--- src/rtl/seven_seg_scan_decoder.sv ---
// seven_seg_scan_decoder
// Watches the active-low anode strobes and segment lines of a four-digit
// multiplexed 7-segment driver and rebuilds the displayed hex value.
// A digit is sampled once its an/seg value has been stable for SETTLE_CYCLES
// cycles. When all four digits have been captured, the frame is published
// together with a one-cycle frame_valid pulse.
// Ports:
//   clk, reset            rising-edge clock, synchronous active-high reset
//   an3..an0              anode strobes, active-low (an3 = most significant)
//   a..g, dp              segment lines and decimal point, active-low
//   digits[15:0]          captured frame, [15:12] = an3 digit
//   dp_flags[3:0]         decimal point lit per digit, bit i = an i
//   blank_flags[3:0]      digit sampled with every segment off
//   frame_valid           one-cycle pulse when the outputs are refreshed
//   frame_err             frame contained a bad pattern or a multi-anode sample
module seven_seg_scan_decoder #(
  parameter int unsigned SETTLE_CYCLES = 4
) (
  input  logic        clk,
  input  logic        reset,
  input  logic        an3,
  input  logic        an2,
  input  logic        an1,
  input  logic        an0,
  input  logic        a,
  input  logic        b,
  input  logic        c,
  input  logic        d,
  input  logic        e,
  input  logic        f,
  input  logic        g,
  input  logic        dp,
  output logic [15:0] digits,
  output logic [3:0]  dp_flags,
  output logic [3:0]  blank_flags,
  output logic        frame_valid,
  output logic        frame_err
);

  localparam logic [7:0] SETTLE    = SETTLE_CYCLES[7:0];
  localparam logic [7:0] SETTLE_M1 = SETTLE - 8'd1;

  // Lit-segment pattern (a in bit 6 .. g in bit 0) to {recognised, nibble}.
  function automatic logic [4:0] seg_decode(input logic [6:0] lit);
    case (lit)
      7'h7E:   seg_decode = {1'b1, 4'h0};
      7'h30:   seg_decode = {1'b1, 4'h1};
      7'h6D:   seg_decode = {1'b1, 4'h2};
      7'h79:   seg_decode = {1'b1, 4'h3};
      7'h33:   seg_decode = {1'b1, 4'h4};
      7'h5B:   seg_decode = {1'b1, 4'h5};
      7'h5F:   seg_decode = {1'b1, 4'h6};
      7'h70:   seg_decode = {1'b1, 4'h7};
      7'h7F:   seg_decode = {1'b1, 4'h8};
      7'h7B:   seg_decode = {1'b1, 4'h9};
      7'h77:   seg_decode = {1'b1, 4'hA};
      7'h1F:   seg_decode = {1'b1, 4'hB};
      7'h4E:   seg_decode = {1'b1, 4'hC};
      7'h3D:   seg_decode = {1'b1, 4'hD};
      7'h4F:   seg_decode = {1'b1, 4'hE};
      7'h47:   seg_decode = {1'b1, 4'hF};
      default: seg_decode = 5'b0_0000;
    endcase
  endfunction

  // in_q layout: {an3, an2, an1, an0, a, b, c, d, e, f, g, dp}
  logic [11:0] in_q, prev_q;
  logic [7:0]  stab_q, stab_d;
  logic [15:0] shadow_dig_q, shadow_dig_d;
  logic [3:0]  shadow_dp_q, shadow_dp_d;
  logic [3:0]  shadow_blank_q, shadow_blank_d;
  logic [3:0]  mask_q, mask_d;
  logic        err_acc_q, err_acc_d;
  logic [15:0] digits_q, digits_d;
  logic [3:0]  dp_flags_q, dp_flags_d;
  logic [3:0]  blank_flags_q, blank_flags_d;
  logic        frame_valid_q, frame_valid_d;
  logic        frame_err_q, frame_err_d;

  logic        sample_s;
  logic [3:0]  an_low_s;
  logic        one_hot_s;
  logic        multi_s;
  logic [1:0]  idx_s;
  logic [6:0]  lit_s;
  logic        blank_s;
  logic [4:0]  dec_s;
  logic        pat_err_s;
  logic [3:0]  nib_s;
  logic [3:0]  mask_next_s;

  // Stability counter: clears on any change, saturates at SETTLE.
  always_comb begin
    stab_d = stab_q;
    if (in_q != prev_q) begin
      stab_d = 8'd0;
    end else if (stab_q < SETTLE) begin
      stab_d = stab_q + 8'd1;
    end else begin
      stab_d = stab_q;
    end
  end

  // Sample fires only on the SETTLE-1 -> SETTLE step, so once per activation.
  assign sample_s  = (in_q == prev_q) && (stab_q == SETTLE_M1);
  assign an_low_s  = ~in_q[11:8];
  assign one_hot_s = (an_low_s != 4'b0000) && ((an_low_s & (an_low_s - 4'd1)) == 4'b0000);
  assign multi_s   = (an_low_s != 4'b0000) && !one_hot_s;
  assign lit_s     = ~in_q[7:1];
  assign blank_s   = (lit_s == 7'b000_0000);
  assign dec_s     = seg_decode(lit_s);
  assign pat_err_s = !blank_s && !dec_s[4];
  assign nib_s     = dec_s[4] ? dec_s[3:0] : 4'h0;

  // Anode index of the single active strobe.
  always_comb begin
    case (an_low_s)
      4'b0001: idx_s = 2'd0;
      4'b0010: idx_s = 2'd1;
      4'b0100: idx_s = 2'd2;
      4'b1000: idx_s = 2'd3;
      default: idx_s = 2'd0;
    endcase
  end

  assign mask_next_s = mask_q | (4'b0001 << idx_s);

  // Frame assembly: store the sampled digit, publish when all four are present.
  always_comb begin
    shadow_dig_d   = shadow_dig_q;
    shadow_dp_d    = shadow_dp_q;
    shadow_blank_d = shadow_blank_q;
    mask_d         = mask_q;
    err_acc_d      = err_acc_q;
    digits_d       = digits_q;
    dp_flags_d     = dp_flags_q;
    blank_flags_d  = blank_flags_q;
    frame_err_d    = frame_err_q;
    frame_valid_d  = 1'b0;
    if (sample_s && multi_s) begin
      err_acc_d = 1'b1;
    end else if (sample_s && one_hot_s) begin
      shadow_dig_d[{idx_s, 2'b00} +: 4] = nib_s;
      shadow_dp_d[idx_s]                = ~in_q[0];
      shadow_blank_d[idx_s]             = blank_s;
      if (mask_next_s == 4'b1111) begin
        // Publish includes the digit sampled on this very edge.
        digits_d      = shadow_dig_d;
        dp_flags_d    = shadow_dp_d;
        blank_flags_d = shadow_blank_d;
        frame_err_d   = err_acc_q | pat_err_s;
        frame_valid_d = 1'b1;
        mask_d        = 4'b0000;
        err_acc_d     = 1'b0;
      end else begin
        mask_d    = mask_next_s;
        err_acc_d = err_acc_q | pat_err_s;
      end
    end else begin
      mask_d = mask_q;
    end
  end

  // State and output registers with synchronous reset.
  always_ff @(posedge clk) begin
    if (reset) begin
      in_q           <= 12'hFFF;
      prev_q         <= 12'hFFF;
      stab_q         <= 8'd0;
      shadow_dig_q   <= 16'h0000;
      shadow_dp_q    <= 4'b0000;
      shadow_blank_q <= 4'b0000;
      mask_q         <= 4'b0000;
      err_acc_q      <= 1'b0;
      digits_q       <= 16'h0000;
      dp_flags_q     <= 4'b0000;
      blank_flags_q  <= 4'b0000;
      frame_valid_q  <= 1'b0;
      frame_err_q    <= 1'b0;
    end else begin
      in_q           <= {an3, an2, an1, an0, a, b, c, d, e, f, g, dp};
      prev_q         <= in_q;
      stab_q         <= stab_d;
      shadow_dig_q   <= shadow_dig_d;
      shadow_dp_q    <= shadow_dp_d;
      shadow_blank_q <= shadow_blank_d;
      mask_q         <= mask_d;
      err_acc_q      <= err_acc_d;
      digits_q       <= digits_d;
      dp_flags_q     <= dp_flags_d;
      blank_flags_q  <= blank_flags_d;
      frame_valid_q  <= frame_valid_d;
      frame_err_q    <= frame_err_d;
    end
  end

  assign digits      = digits_q;
  assign dp_flags    = dp_flags_q;
  assign blank_flags = blank_flags_q;
  assign frame_valid = frame_valid_q;
  assign frame_err   = frame_err_q;

endmodule

--- config.mk ---
export PLATFORM = sky130hd
export DESIGN_NAME = seven_seg_scan_decoder
export DESIGN_NICKNAME = d
export VERILOG_FILES = /design/src/rtl/seven_seg_scan_decoder.sv
export SDC_FILE = /design/constraint.sdc
export NUM_CORES = 1
export LEC_CHECK = 0
export BUFFER_PORTS_ARGS = -buffer_cell sky130_fd_sc_hd__buf_2
export CORE_MARGIN = 2
export CORE_UTILIZATION = 45
export CTS_CLUSTER_DIAMETER = 50
export DETAILED_ROUTE_END_ITERATION = 10
export HOLD_SLACK_MARGIN = 0.1
export PLACE_DENSITY = 0.66
export SLEW_MARGIN = 30
export SYNTH_ARGS = -nofsm -noshare
export SYNTH_HDL_FRONTEND = slang
export SYNTH_SLANG_ARGS = --single-unit
--- constraint.sdc ---
create_clock -name clk -period 2.4 [get_ports clk]
set_clock_uncertainty 0.05 [all_clocks]
set_input_delay 0.12 -clock clk [delete_from_list [all_inputs] [get_ports clk]]
set_output_delay 0.12 -clock clk [all_outputs]
set_load 0.02 [all_outputs]
Word level (Yosys, flattened, before mapping)
Index checks and enable logic that the tools add are counted.

word-level totals
  flip-flop bits (word level) = 87
  latch bits = 0
  output and inout bits = 26
  input port bits = 14
  ROM bits = 0
  word-level logic and storage cells = 84
  memory bits (writable) = 0
  memories kept = 0

operators by class
  multiplexer cells = 13
  reduce and logical (&&, ||, !) cells = 18
  add/sub/neg operators = 3
  shifts and indexed selects = 3
  bitwise gates (word level) = 8
  multiply operators = 0
  $lt $le $gt $ge = 3
  eq/ne operators = 23
  div/mod/pow operators = 0

operators with widths
  cell                      number
  $eq A7 B7 Y1 const B      12
  $pmux W5 S16              1
  $eq A7 B6 Y1 const B      3
  $bwmux W16                1
  $shift A4 B6 Y16 const A  1
  $shiftx A4 B6 Y16         1
  $eq A12 B12 Y1            1
  $ne A12 B12 Y1            1
  $add A8 B1 Y8 const B     1
  $bwmux W4                 2
  $eq A4 B4 Y1 const B      2
  $eq A8 B2 Y1 const B      1
  $lt A8 B3 Y1 const B      1
  $mux W4                   2
  $eq A7 B5 Y1 const B      1
  $logic_and A1 B1 Y1       7
  $logic_not A7 Y1          1
  $not A7 Y7                1
  $neg A4 Y6                1
  $pmux W2 S3               1
  $mux W1                   5
  $and A4 B4 Y4             1
  $eq A4 B2 Y1 const B      1
  $eq A4 B3 Y1 const B      1
  17 further kinds          21

Logic depth before layout (Yosys ltp)
  word-level depth = 10
  mapped depth = 12
  depth with buffers taken out = 9

Least setup slack after synthesis
Ideal clock, no wire load.

  kind = reg2reg
  from = register in_q[9]
  to = register digits_q[14], in the netlist digits[14]
  period minus slack after synthesis = 2337 ps
  data arrival time = 2169 ps
  buffers on the path = 2
  path slack = 63 ps
  cell stages (with the launch flop) = 12
  library setup time = 118 ps
  data required time = 2232 ps
  path through = dfxtp_1 > buf_2 > xor2_1 > nand3_1 > inv_1 > ha_1 > o22ai_1 > or2_2 > and2b_2 > a21oi_2 > buf_2 > o2bb2ai_1

between the ends
  cells in the longest elaborated chain, start to end = 10
  elaborated cells on any way between the ends = 25
  classes of those cells = 2 x add/sub; 5 x eq/ne; 3 x shift; 2 x mux; 4 x bitwise; 9 x reduce/logical

ends and longest elaborated chain
  what                                                                 RTL line  text
  start, declared                                                      67        logic [11:0] in_q, prev_q;
  start signal, assigned                                               181       in_q <= {an3, an2, an1, an0, a, b, c, d, e, f, g, dp};
  parallel branches: the longest is 10 deep, another holds $neg A4 Y6  --
  end signal, assigned                                                 189       digits_q <= digits_d;
  end, declared                                                        74        logic [15:0] digits_q, digits_d;

Parallel ways; which one is timed is not known.
A chain may end at the register's enable or synchronous reset.

Final worst setup path
  from = register in_q[11]
  to = register blank_flags_q[0], in the netlist blank_flags[0]

between the ends
  cells in the longest elaborated chain, start to end = 10
  elaborated cells on any way between the ends = 27
  classes of those cells = 1 x add/sub; 2 x order compare; 5 x eq/ne; 1 x shift; 4 x mux; 4 x bitwise; 10 x reduce/logical

ends and longest elaborated chain
  what                                                                   RTL line  text
  parallel branches: the longest is 10 deep, another holds $lt A2 B3 Y1  --
  end signal, assigned                                                   191       blank_flags_q <= blank_flags_d;
  end, declared                                                          76        logic [3:0] blank_flags_q, blank_flags_d;

Parallel ways; which one is timed is not known.

==> metrics.txt <==
Syn Area/Cell=9.98 um2; Synth warnings=0; wire length per cell=16.0 um; Reg2Reg Launch Point=in_q[11]; post-synth top area share=43.5%; area delta synth->final=25.2%; post-synth net total=roughly 420; Die X=a little under 100 um; Residual DRC=0; Worst-path clk slew=0.08 ns; worst path cell trace=xor2_2 > nand3_4 > inv_4 > ha_4 > o22ai_1 > or2_4 > and2b_4 > buf_6 > nand3b_4 > clkbuf_16 > o2bb2ai_2; Synth Area in Adders=around 2.2%; Primary FF master, synth=dfxtp_1; PD cells=between 500 and 600 nW/um2; Async S/R FF share, synth=0%; max-cap violations=0; crit path launch type=flip-flop; routed wire length=~9400 um; Vias/cell=5.42; post-synthesis sequential area ratio=43.5%; CP max FO=5; f_max=around 430 MHz; FILL cells=759; CP Data Arrival Time=2.54 ns; top cells by count, synth=dfxtp_1, nor2b_1, or2_2; first-pass GRT wire length=14700 um; leakage power=0.00203 uW; mux cell area share after synthesis=3.25%; slowest CP cell=dfxtp_4; Critical Path RT=2.64 ns; Final Max Slew Viols=0; XOR/XNOR share of the synthesized area=3.72%; CTS tree=done; Worst Slack Setup Final=around 0.096 ns; CP bufs+invs=3; Synth Area in Simple Gates=25.4%; total congestion overflow=0; Power Total=around 2700 uW; Placeable Area=between 8000 and 9000 um2; final layout net count=501; DP HPWL=6020 um; Port-buffer cells=39; Clock Root Buffer=clkbuf_8; 1st-pass router iterations=4; CTS buffer count=9; die area=9660 um2; hold path start=reset; Crit path max-delay family=simple AND/OR/NAND/NOR gates; Rows=34; synthesized instance count=401; FF+latch count, synth=87; H-Tree Depth=3; post-synthesis compound-gate area fraction=16.9%; largest net degree at the start of global routing=25; Clk Latency, worst-skew pair=0.35 ns; overall routing resource usage=18.9%; Post-Place Setup Slack=-0.0655 ns; synth top area cells=dfxtp_1, nor2b_1, o2bb2ai_1; main combinational cell family by area after synthesis=simple AND/OR/NAND/NOR gates; Final setup viols=0; status=complete, no violations; CTS Sinks=between 80 and 90; type of the worst setup path=reg2reg; most numerous cell in the Yosys netlist=dfxtp_1; Worst-Margin Slew=around 0.95 ns; routability cong.=0.791; vias in the first global route=3026; slowest stage delay, CP=0.40 ns; remaining antenna violation count=0; Final Util=57.7%; Final Cycle Share=96.0%; Die H=between 90 and 100 um; Mapped Area=4000 um2; antenna cells=0; I/O pin count=40; Peak VDD IR=0.281 mV; CP endpoint kind=flip-flop; endpoints failing hold=0; Max Root-Sink Buffers=2; worst setup path startpoint=in_q[11]; Slew headroom=a little under two fifths; initial antenna violation count=0; 1st-iter DRT viols=approximately 190; setup tns final=0 ns; EDFF count, synth=0; largest area contributor in the netlist=dfxtp_1; starting density of the core=46.1%; vias=3206; Hold Crit Class=in2reg; library cells used by synthesis=57; min Tclk post-route=2.30 ns; fraction of layout cells with a size suffix above 1=32.2%
-- where the power goes --
part / total (uW) / switching (uW) / internal, uW
clock: 891 / 497 / 394
sequential: 1480 / 15.3 / 1460
combinational: 308 / 169 / 139
total: 2680 / 682 / 1990
-- final cells by class --
| type | count | area [um2] | area share (%) |
|---|---|---|---|
| clock buffers | 11 | 141 | 2.82 |
| clock inverters | 4 | 22.5 | 0.449 |
| inverters | 7 | 31.3 | 0.624 |
| multi-input cells | 279 | 2210 | 44.1 |
| flip-flops and latches | 87 | 1750 | 34.9 |
| well taps | 108 | 135 | 2.70 |
| repair buffers | 96 | 721 | 14.4 |
-- flip-flops by register name (all words and copies together), names as in the netlist --
signal          flops
blank_flags         4
digits             16
dp_flags            4
err_acc_q           1
frame_err           1
frame_valid         1
in_q               12
mask_q              4
prev_q             12
shadow_blank_q      4
shadow_dig_q       16
shadow_dp_q         4
stab_q              8
-- cells by family (layout without fill, tap and decap cells) --
group                    Yosys count  after routing
adder cells (fa/ha/maj)            7              7
AND/OR/NAND/NOR                  154            154
flip-flops                        87             87
XOR/XNOR                          17             17
AO/OA/AOI/OAI                     87             88
multiplexers                      13             13
buffers and inverters             36            118
-- per-stage QoR --
step | cells | hold slack (ns) | area (um2)
after global placement | 555 | 0.254 | 4450
after CTS | 582 | 0.259 | 4770
after floorplan | 401 | 0.174 | 4000
after detailed placement | 555 | 0.256 | 4460
after global routing | 592 | 0.300 | 5010
final | 592 | 0.289 | 5010
-- layout by cell type (no fill, tap or decap), types with 6 or more instances in the layout --
master	count
mux2i_1	13
and2_1	8
nand3_1	6
nor2b_1	36
o21ai_0	7
nor3_1	7
or2_2	26
nor2_1	7
o2bb2ai_1	20
a32o_1	16
a21oi_1	22
dfxtp_1	85
nand2b_1	10
nand2_1	7
clkbuf_8	10
xor2_1	13
nor4_1	8
buf_2	39
buf_4	39
dlygate4sd3_1	12
-- worst reg2reg max path, stage by stage (launching register included) --
cell and delay (ns):
dfxtp_4 0.40, xor2_2 0.18, nand3_4 0.14, inv_4 0.12, ha_4 0.14, o22ai_1 0.08
or2_4 0.25, and2b_4 0.27, buf_6 0.11, nand3b_4 0.15, clkbuf_16 0.22, o2bb2ai_2 0.13
-- what timing repair did --
item / 4_1_cts / 5_1_grt
setup endpoints to repair: 24 / 24
pin swaps: 0 / 6
hold buffers: 12 / 0
gates resized for setup: 7 / 23
cloned: 0 / 4
endpoints found under the hold margin: 12 / 0
setup buffers: 0 / 6
-- worst paths after layout --
check | to | slack (ns) | depth (start not counted)
worst min register to register | digits[10] | 0.41 | 1
worst max-delay path | blank_flags[0] | 0.1 | 11
worst min-delay path | stab_q[0] | 0.29 | 2
worst max register to register | blank_flags[0] | 0.1 | 11
-- layer usage --
| layer | vias to the layer above | track usage [%] | wire length, um |
|---|---|---|---|
| met5 | - | 0 | 0 |
| met4 | 0 | 5.48 | 134 |
| met3 | 11 | 5.44 | 463 |
| met2 | 79 | 30.4 | 4490 |
| met1 | 1516 | 24.8 | 4360 |
| li1 | 1600 | - | - |
Note: power is estimated with default switching activity, not from simulation.
